<file path="config.mk">
export PLATFORM = sky130hd
export DESIGN_NAME = instr_fetch_unit_flat
export DESIGN_NICKNAME = d
export VERILOG_FILES = /design/src/rtl/instr_fetch_unit_if.sv /design/src/rtl/instr_fetch_unit.sv /design/src/flat_wrapper.sv
export SDC_FILE = /design/constraint.sdc
export NUM_CORES = 1
export LEC_CHECK = 0
export BUFFER_PORTS_ARGS = -buffer_cell sky130_fd_sc_hd__buf_2
export CORE_ASPECT_RATIO = 0.6
export CORE_MARGIN = 4
export CORE_UTILIZATION = 59
export CTS_BUF_LIST = sky130_fd_sc_hd__clkbuf_8 sky130_fd_sc_hd__clkbuf_16
export DETAILED_ROUTE_END_ITERATION = 7
export PLACE_DENSITY = 0.86
export SETUP_SLACK_MARGIN = 0.3
export SYNTH_ARGS = -nofsm -noshare
export SYNTH_HDL_FRONTEND = slang
export SYNTH_SLANG_ARGS = --single-unit
</file>
<file path="constraint.sdc">
create_clock -name clk -period 5.15 [get_ports clk]
set_input_delay 0.7725 -clock clk [delete_from_list [all_inputs] [get_ports clk]]
set_output_delay 0.7725 -clock clk [all_outputs]
set_load 0.03 [all_outputs]
</file>
<file path="src/rtl/instr_fetch_unit_if.sv">
// Fetch-unit bus bundle: PC register controls, memory request/response,
// decode handshake and execute redirect. master = fetch unit side.
interface instr_fetch_unit_if #(parameter int AW = 32, parameter int DW = 32);
  logic [AW-1:0] PCCur;
  logic [AW-1:0] PCIn;
  logic          PCSet;
  logic          PCReset;
  logic          ReqValid;
  logic          ReqReady;
  logic [AW-1:0] ReqAddr;
  logic          RespValid;
  logic [DW-1:0] RespData;
  logic          InstrValid;
  logic          InstrReady;
  logic [DW-1:0] InstrData;
  logic [AW-1:0] InstrPC;
  logic          RedirectValid;
  logic [AW-1:0] RedirectTarget;

  modport master (
    input  PCCur, ReqReady, RespValid, RespData, InstrReady, RedirectValid, RedirectTarget,
    output PCIn, PCSet, PCReset, ReqValid, ReqAddr, InstrValid, InstrData, InstrPC
  );
  modport slave (
    output PCCur, ReqReady, RespValid, RespData, InstrReady, RedirectValid, RedirectTarget,
    input  PCIn, PCSet, PCReset, ReqValid, ReqAddr, InstrValid, InstrData, InstrPC
  );
endinterface

</file>
<file path="src/rtl/instr_fetch_unit.sv">
// In-order instruction fetch front end with a DEPTH-slot ring buffer.
// Optional perf counters are enabled by defining FETCH_PERF_CNT_EN.
module instr_fetch_unit #(
  parameter int DEPTH = 4,
  parameter int AW    = 32,
  parameter int DW    = 32
) (
  input  logic clk,
  input  logic Reset,
  instr_fetch_unit_if.master bus
`ifdef FETCH_PERF_CNT_EN
  ,
  output logic [31:0] FetchCount,
  output logic [31:0] StallCount,
  output logic [31:0] FlushCount
`endif
);
  localparam int IW = $clog2(DEPTH);
  localparam int PW = IW + 1;

  typedef struct packed {
    logic [AW-1:0] addr;
    logic [DW-1:0] data;
  } slot_t;

  slot_t slots [DEPTH];

  logic [PW-1:0] tail, fill, head, drop_cnt;
  logic [PW-1:0] alloc, filled, outst, drop_sum, drop_redir;
  logic          issue, resp_keep, resp_drop, deliver, redir;

  always_comb begin
    alloc  = tail - head;
    filled = fill - head;
    outst  = tail - fill;
    redir  = bus.RedirectValid && !Reset;

    bus.ReqValid   = !Reset && !bus.RedirectValid && (drop_cnt == '0) && (alloc != PW'(DEPTH));
    bus.ReqAddr    = bus.PCCur;
    issue          = bus.ReqValid && bus.ReqReady;

    bus.InstrValid = (filled != '0) && !bus.RedirectValid && !Reset;
    bus.InstrData  = slots[head[IW-1:0]].data;
    bus.InstrPC    = slots[head[IW-1:0]].addr;
    deliver        = bus.InstrValid && bus.InstrReady;

    // A response with nothing outstanding and nothing to drop is simply ignored.
    resp_keep = bus.RespValid && !Reset && !bus.RedirectValid && (drop_cnt == '0) && (outst != '0);
    resp_drop = bus.RespValid && (drop_cnt != '0);

    // Everything still in flight belongs to the old stream; a same-cycle response is one of them.
    drop_sum   = drop_cnt + outst;
    drop_redir = drop_sum - PW'(bus.RespValid && (drop_sum != '0));

    bus.PCReset = Reset;
    bus.PCSet   = 1'b0;
    bus.PCIn    = bus.PCCur;
    if (Reset) begin
      bus.PCIn = '0;
    end else if (bus.RedirectValid) begin
      bus.PCSet = 1'b1;
      bus.PCIn  = bus.RedirectTarget;
    end else if (!issue) begin
      bus.PCSet = 1'b1;
    end
  end

  always_ff @(posedge clk) begin
    if (Reset) begin
      tail     <= '0;
      fill     <= '0;
      head     <= '0;
      drop_cnt <= '0;
    end else if (redir) begin
      head     <= tail;
      fill     <= tail;
      drop_cnt <= drop_redir;
    end else begin
      if (issue)     tail     <= tail + PW'(1);
      if (resp_keep) fill     <= fill + PW'(1);
      if (resp_drop) drop_cnt <= drop_cnt - PW'(1);
      if (deliver)   head     <= head + PW'(1);
    end
  end

  // Slot storage carries no reset; pointers alone define validity.
  always_ff @(posedge clk) begin
    if (issue)     slots[tail[IW-1:0]].addr <= bus.PCCur;
    if (resp_keep) slots[fill[IW-1:0]].data <= bus.RespData;
  end

`ifdef FETCH_PERF_CNT_EN
  always_ff @(posedge clk) begin
    if (Reset) begin
      FetchCount <= '0;
      StallCount <= '0;
      FlushCount <= '0;
    end else begin
      if (deliver)       FetchCount <= FetchCount + 32'd1;
      if (!bus.ReqValid) StallCount <= StallCount + 32'd1;
      if (redir)         FlushCount <= FlushCount + 32'd1;
    end
  end
`endif
endmodule
</file>
<file path="src/flat_wrapper.sv">
// flat-port wrapper written by rule: the top's interface ports become plain ports
module instr_fetch_unit_flat 
#(
  parameter int DEPTH = 4,
  parameter int AW    = 32,
  parameter int DW    = 32
)
  (clk, Reset, bus_PCCur, bus_ReqReady, bus_RespValid, bus_RespData, bus_InstrReady, bus_RedirectValid, bus_RedirectTarget, bus_PCIn, bus_PCSet, bus_PCReset, bus_ReqValid, bus_ReqAddr, bus_InstrValid, bus_InstrData, bus_InstrPC);
  instr_fetch_unit_if #(.AW(AW), .DW(DW)) bus_i ();
  input  logic clk;
  input  logic Reset;
  input wire logic [$bits(bus_i.PCCur)-1:0] bus_PCCur;
  input wire logic [$bits(bus_i.ReqReady)-1:0] bus_ReqReady;
  input wire logic [$bits(bus_i.RespValid)-1:0] bus_RespValid;
  input wire logic [$bits(bus_i.RespData)-1:0] bus_RespData;
  input wire logic [$bits(bus_i.InstrReady)-1:0] bus_InstrReady;
  input wire logic [$bits(bus_i.RedirectValid)-1:0] bus_RedirectValid;
  input wire logic [$bits(bus_i.RedirectTarget)-1:0] bus_RedirectTarget;
  output wire logic [$bits(bus_i.PCIn)-1:0] bus_PCIn;
  output wire logic [$bits(bus_i.PCSet)-1:0] bus_PCSet;
  output wire logic [$bits(bus_i.PCReset)-1:0] bus_PCReset;
  output wire logic [$bits(bus_i.ReqValid)-1:0] bus_ReqValid;
  output wire logic [$bits(bus_i.ReqAddr)-1:0] bus_ReqAddr;
  output wire logic [$bits(bus_i.InstrValid)-1:0] bus_InstrValid;
  output wire logic [$bits(bus_i.InstrData)-1:0] bus_InstrData;
  output wire logic [$bits(bus_i.InstrPC)-1:0] bus_InstrPC;
  assign bus_i.PCCur = bus_PCCur;
  assign bus_i.ReqReady = bus_ReqReady;
  assign bus_i.RespValid = bus_RespValid;
  assign bus_i.RespData = bus_RespData;
  assign bus_i.InstrReady = bus_InstrReady;
  assign bus_i.RedirectValid = bus_RedirectValid;
  assign bus_i.RedirectTarget = bus_RedirectTarget;
  assign bus_PCIn = bus_i.PCIn;
  assign bus_PCSet = bus_i.PCSet;
  assign bus_PCReset = bus_i.PCReset;
  assign bus_ReqValid = bus_i.ReqValid;
  assign bus_ReqAddr = bus_i.ReqAddr;
  assign bus_InstrValid = bus_i.InstrValid;
  assign bus_InstrData = bus_i.InstrData;
  assign bus_InstrPC = bus_i.InstrPC;
  instr_fetch_unit #(.DEPTH(DEPTH), .AW(AW), .DW(DW)) u_core (.clk(clk), .Reset(Reset), .bus(bus_i));
endmodule
</file>
== After elaboration in Yosys (flattened, before gate mapping) ==
Memories as Yosys holds them, arrays and structs flattened. A register that Yosys moved wholly into a read port is not among the register bits.
Index checks and enable logic that the tools add are counted.

* $add $sub $neg: 9
* Equality and inequality tests: 1
* Mux-type cells: 17
* Bitwise operators: 1
* Reductions and logical operators: 25

{| class="wikitable"
|+ Operator list
! operator !! count
|-
| $mux 32 || 2
|-
| $mux 3 || 6
|-
| $logic_and 1x1->1 || 14
|-
| $reduce_bool 3->1 || 4
|-
| $add 3x1->3 const B || 3
|-
| $sub 3x3->3 || 3
|-
| $mux 1 || 7
|-
| $reduce_bool 2->1 || 3
|-
| $mux 2 || 2
|-
| $add 3x3->3 || 1
|-
| $logic_not 3->1 || 1
|-
| $ne 3x3->1 const B || 1
|-
| $sub 3x1->3 || 1
|-
| $sub 3x1->3 const B || 1
|-
| $logic_not 1->1 || 2
|-
| $reduce_and 2->1 || 1
|-
| $not 1->1 || 1
|}

* Register bits after elaboration: 12
* Memory bits (writable): 256
* Input bits: 102
* Memories kept: 1

{| class="wikitable"
|+ Memory list
! name !! depth !! width !! read ports !! clocked after memory_dff !! wr ports !! line !! RTL
|-
| u_core.slots || 4 || 64 || 1 || 1 || 2 || instr_fetch_unit.sv:26 || <nowiki>slot_t slots [DEPTH];</nowiki>
|}

== Logic depth before layout (Yosys ltp) ==
* Word-level depth: 9
* Mapped depth: 12

== Worst setup path before layout ==
OpenSTA, ideal clock, no wires.

* Kind: reg-to-reg
* Start: register u_core.tail[0]
* End: memory u_core.slots[0][0] (netlist name), enable pin
* Library setup time: 0.392 ns
* Arrival: 2.537 ns
* Required time: 4.758 ns
* Setup slack: 2.221 ns
* Cell stages (with the launch flop): 8
* Path through: dfxtp_1 > inv_1 > ha_1 > inv_1 > fa_1 > xnor3_2 > o311a_1 > and2_1

{| class="wikitable"
|+ RTL lines
! what !! line !! RTL
|-
| start, declared || instr_fetch_unit.sv:28 || <nowiki>logic [PW-1:0] tail, fill, head, drop_cnt;</nowiki>
|-
| start signal, assigned || instr_fetch_unit.sv:79 || <nowiki>if (issue) tail <= tail + PW'(1);</nowiki>
|-
| end, declared || instr_fetch_unit.sv:26 ||
|}

==> flow_metrics.env <==
export IMPL_placementRows=38
export IMPL_io_pins=234
export IMPL_path_clk_slew_ns=0.06
export IMPL_cp_num_buf_inv=2
export IMPL_grt_pass1_wl_microns=35300
export IMPL_drv_slew=0
export IMPL_reg2reg_to="u_core.drop_cnt[1]"
export IMPL_grtUsageTotal=0.214
export IMPL_area_growth_pct=17.4
export IMPL_start_kind="register"
export IMPL_crit_required_ns=4.38
export IMPL_avgRoutedWirePerCell_microns=22.1
export IMPL_holdWs_ns=0.480
export IMPL_hold_start="bus_RespData[8]"
export IMPL_core_area_sq_mm=0.0183
export IMPL_hold_path_end="u_core.slots[3][8]"
export IMPL_synthAdderAreaFrac=0.0249
export IMPL_cts_resized=0
export IMPL_syn_area_per_cell_sq_um=19.5
export IMPL_slew_headroom=0.330
export IMPL_setup_tns_ns=0
export IMPL_dpl_hpwl_microns=14700
export IMPL_viasPerCell=5.82
export IMPL_ir_worst_vdd_uv=302
export IMPL_fill_cells=1099
export IMPL_drtAntennaViolNets=0
export IMPL_htree_num_levels=1
export IMPL_first_pass_iters=4
export IMPL_max_freq_mhz=279
export IMPL_tightest_slew_ns=1.00
export IMPL_grt_max_degree=48
export IMPL_cts_tree="built"
export IMPL_reg2regPathDepth=12
export IMPL_drive_gt1_frac=0.442
export IMPL_syn_inst=570
export IMPL_skew_ns=0.0225
export IMPL_cts_path_max_buffers=3
export IMPL_synth_simple_gate_area_frac=0.0297
export IMPL_syn_num_nets=693
export IMPL_p_per_area_mw_per_mm2=405
export IMPL_floorplan_initialDensity=0.608
export IMPL_synth_mux_area_fraction=0.161
export IMPL_hold_viol=0
export IMPL_r2r_setup_slack_ns=1.84
export IMPL_hold_class="in2reg"
export IMPL_arrival_ns=2.81
export IMPL_wl_microns=22800
export IMPL_grt_pass1_vias=6378
export IMPL_die_area_sq_mm=0.0212
export IMPL_postCtsSetupRepairBufs=0
export IMPL_drc_errors=0
export IMPL_vias=6025
export IMPL_ys_warnings_count=0
export IMPL_crit_type="reg2out"
export IMPL_slowest_delay_ns=1.00
export IMPL_gp_congestion=0.785
export IMPL_slowest_stage="dfxtp_4"
export IMPL_synth_compound_area_frac=0.0228
export IMPL_grt_overflow=0
export IMPL_synthDistinctLibCells=43
export IMPL_final_nets=902
export IMPL_insertion_delay_ns=0.51
export IMPL_clock_sinks=270
export IMPL_min_period_ns=3.58
export IMPL_path_cells="buf_4 -> mux4_2 -> buf_2"
export IMPL_antenna_found_initial=1
export IMPL_holdPathStages=1
export IMPL_syn_cell_area_sq_mm=0.0111
export IMPL_cp_end_kind="output port"
export IMPL_drtIter0Drc=552
export IMPL_port_buffers=233
export IMPL_die_h_microns=114
export IMPL_rsz0062_at_grt="false"
export IMPL_cp_top_family="flip-flops"
export IMPL_synth_top_family_by_area="multiplexers"
export IMPL_cts_made_buffers=24
export IMPL_ctsRootBufferMaster="clkbuf_16"
export IMPL_diodes=0
export IMPL_status="complete, no violations"
export IMPL_setup_viol=0
export IMPL_cts_hold_buf=0
export IMPL_die_w_microns=185
export IMPL_maxCapViolCount=0
export IMPL_critPathMaxFanout=47
export IMPL_timing_rr_start="u_core.tail[0]"
export IMPL_ys_seq_area_frac=0.716
export IMPL_period_share=0.696
export IMPL_power_leakage_uw=0.00480
export IMPL_synth_xor_xnor_area_share=0.00843
export IMPL_synth_seq_cells=270
==> per-layer routing <==
layer,track usage,vias to the layer above,wire length (microns)
met4,0.0430,2,463
met1,0.304,3080,9560
met3,0.0337,40,1380
met2,0.362,240,11400
li1,-,2663,-
met5,0,-,7
==> placed cells by master, fill, tap and decap left out, drive strengths merged, types with 2 or more instances in the layout <==
master | Yosys | routed
fa | 2 | 2
nand2 | 9 | 9
edfxtp | 256 | 256
clkinv | 0 | 10
bufinv | 0 | 2
nor2 | 37 | 37
o211a | 2 | 2
mux2i | 34 | 34
nand2b | 3 | 3
nor3 | 2 | 2
o2111a | 2 | 2
buf | 47 | 243
a21oi | 7 | 7
a22oi | 2 | 2
and2 | 7 | 7
mux4 | 64 | 64
inv | 13 | 16
xnor2 | 7 | 7
dfxtp | 14 | 14
clkbuf | 13 | 25
nand3 | 4 | 4
o21a | 2 | 2
nor2b | 2 | 2
ha | 19 | 19
o211ai | 5 | 5
clkinvlp | 0 | 2
==> logic make-up (layout without fill, tap and decap cells) <==
kind of cell / count (synthesis) / count (layout)
XOR/XNOR: 9 / 9
buffers and inverters: 73 / 298
flip-flops: 270 / 270
adder cells (fa/ha/maj): 21 / 21
multiplexers: 99 / 99
AO/OA/AOI/OAI: 29 / 29
AND/OR/NAND/NOR: 69 / 69
==> worst max path at each step <==
stage	to	slack [ns]	depth (start not counted)
global placement	bus_PCIn[2]	2.00	5
detailed placement	bus_PCIn[11]	1.89	5
floorplan	u_core.slots[0][0]	2.22	7
finish	bus_InstrData[24]	1.57	3
CTS	bus_InstrData[24]	1.44	3
global route	bus_InstrData[24]	1.28	3
==> stage by stage <==
step | total power, uW | setup slack [ns] | instances | instance area [sq um] | util
after CTS | 5330 | 1.44 | 1035 | 13100 | 0.714
final | 5290 | 1.57 | 1035 | 13100 | 0.714
after floorplan | 3320 | 2.22 | 570 | 11100 | -
after detailed placement | 3620 | 1.89 | 993 | 12300 | 0.673
after global placement | 3560 | 2.00 | 993 | 12300 | 0.673
after global routing | 5510 | 1.28 | 1035 | 13100 | 0.714
==> synth_stat cells <==
cell,number,area (sq um)
o311ai_4,1,26.3
fa_1,2,40.0
and2_1,7,43.8
o22ai_1,1,6.26
dfxtp_1,14,280
nor4b_4,1,23.8
a31oi_1,1,6.26
nor4_1,1,6.26
xor2_1,1,8.76
a22oi_1,2,15.0
a21oi_2,1,8.76
o211ai_1,5,37.5
mux4_2,64,1440
a2111oi_2,1,15.0
nand3b_1,1,7.51
buf_1,1,3.75
buf_4,34,255
inv_1,13,48.8
nor3_1,2,10.0
buf_2,12,60.1
nand3_1,4,20.0
edfxtp_1,256,7690
a211oi_1,1,7.51
xnor2_1,7,61.3
clkbuf_1,13,48.8
ha_1,19,238
mux2i_1,34,340
o21a_1,2,15.0
o211a_1,2,20.0
and2b_1,1,7.51
a311o_1,1,10.0
nor2_1,37,139
nor2b_1,2,12.5
a311oi_2,1,15.0
a21oi_1,6,30.0
nand2_1,9,33.8
mux2_2,1,11.3
o2111a_1,2,22.5
nor3b_1,1,7.51
o311a_1,1,10.0
nand2b_1,3,18.8
o31a_1,1,8.76
xnor3_2,1,23.8
==> state kept, by name, summed over array words and instances, names as in the netlist, named ones only <==
name,count
u_core.drop_cnt,3
u_core.fill,3
u_core.head,3
u_core.slots,256
u_core.tail,3
==> report_power, final <==
part / internal, uW / switching [uW]
clock: 976 / 748
combinational: 396 / 619
sequential: 2470 / 86.1
total: 3840 / 1450
==> area by class of cell <==
cell class | count | area (sq um) | area share
sequential | 270 | 7970 | 0.610
multi-input combinational | 227 | 2750 | 0.210
timing repair buffer | 243 | 1240 | 0.0950
clock buffer | 25 | 626 | 0.0479
tap | 240 | 300 | 0.0230
clock inverter | 17 | 130 | 0.00996
inverter | 13 | 48.8 | 0.00373
Power figures use the tool's default switching activity.
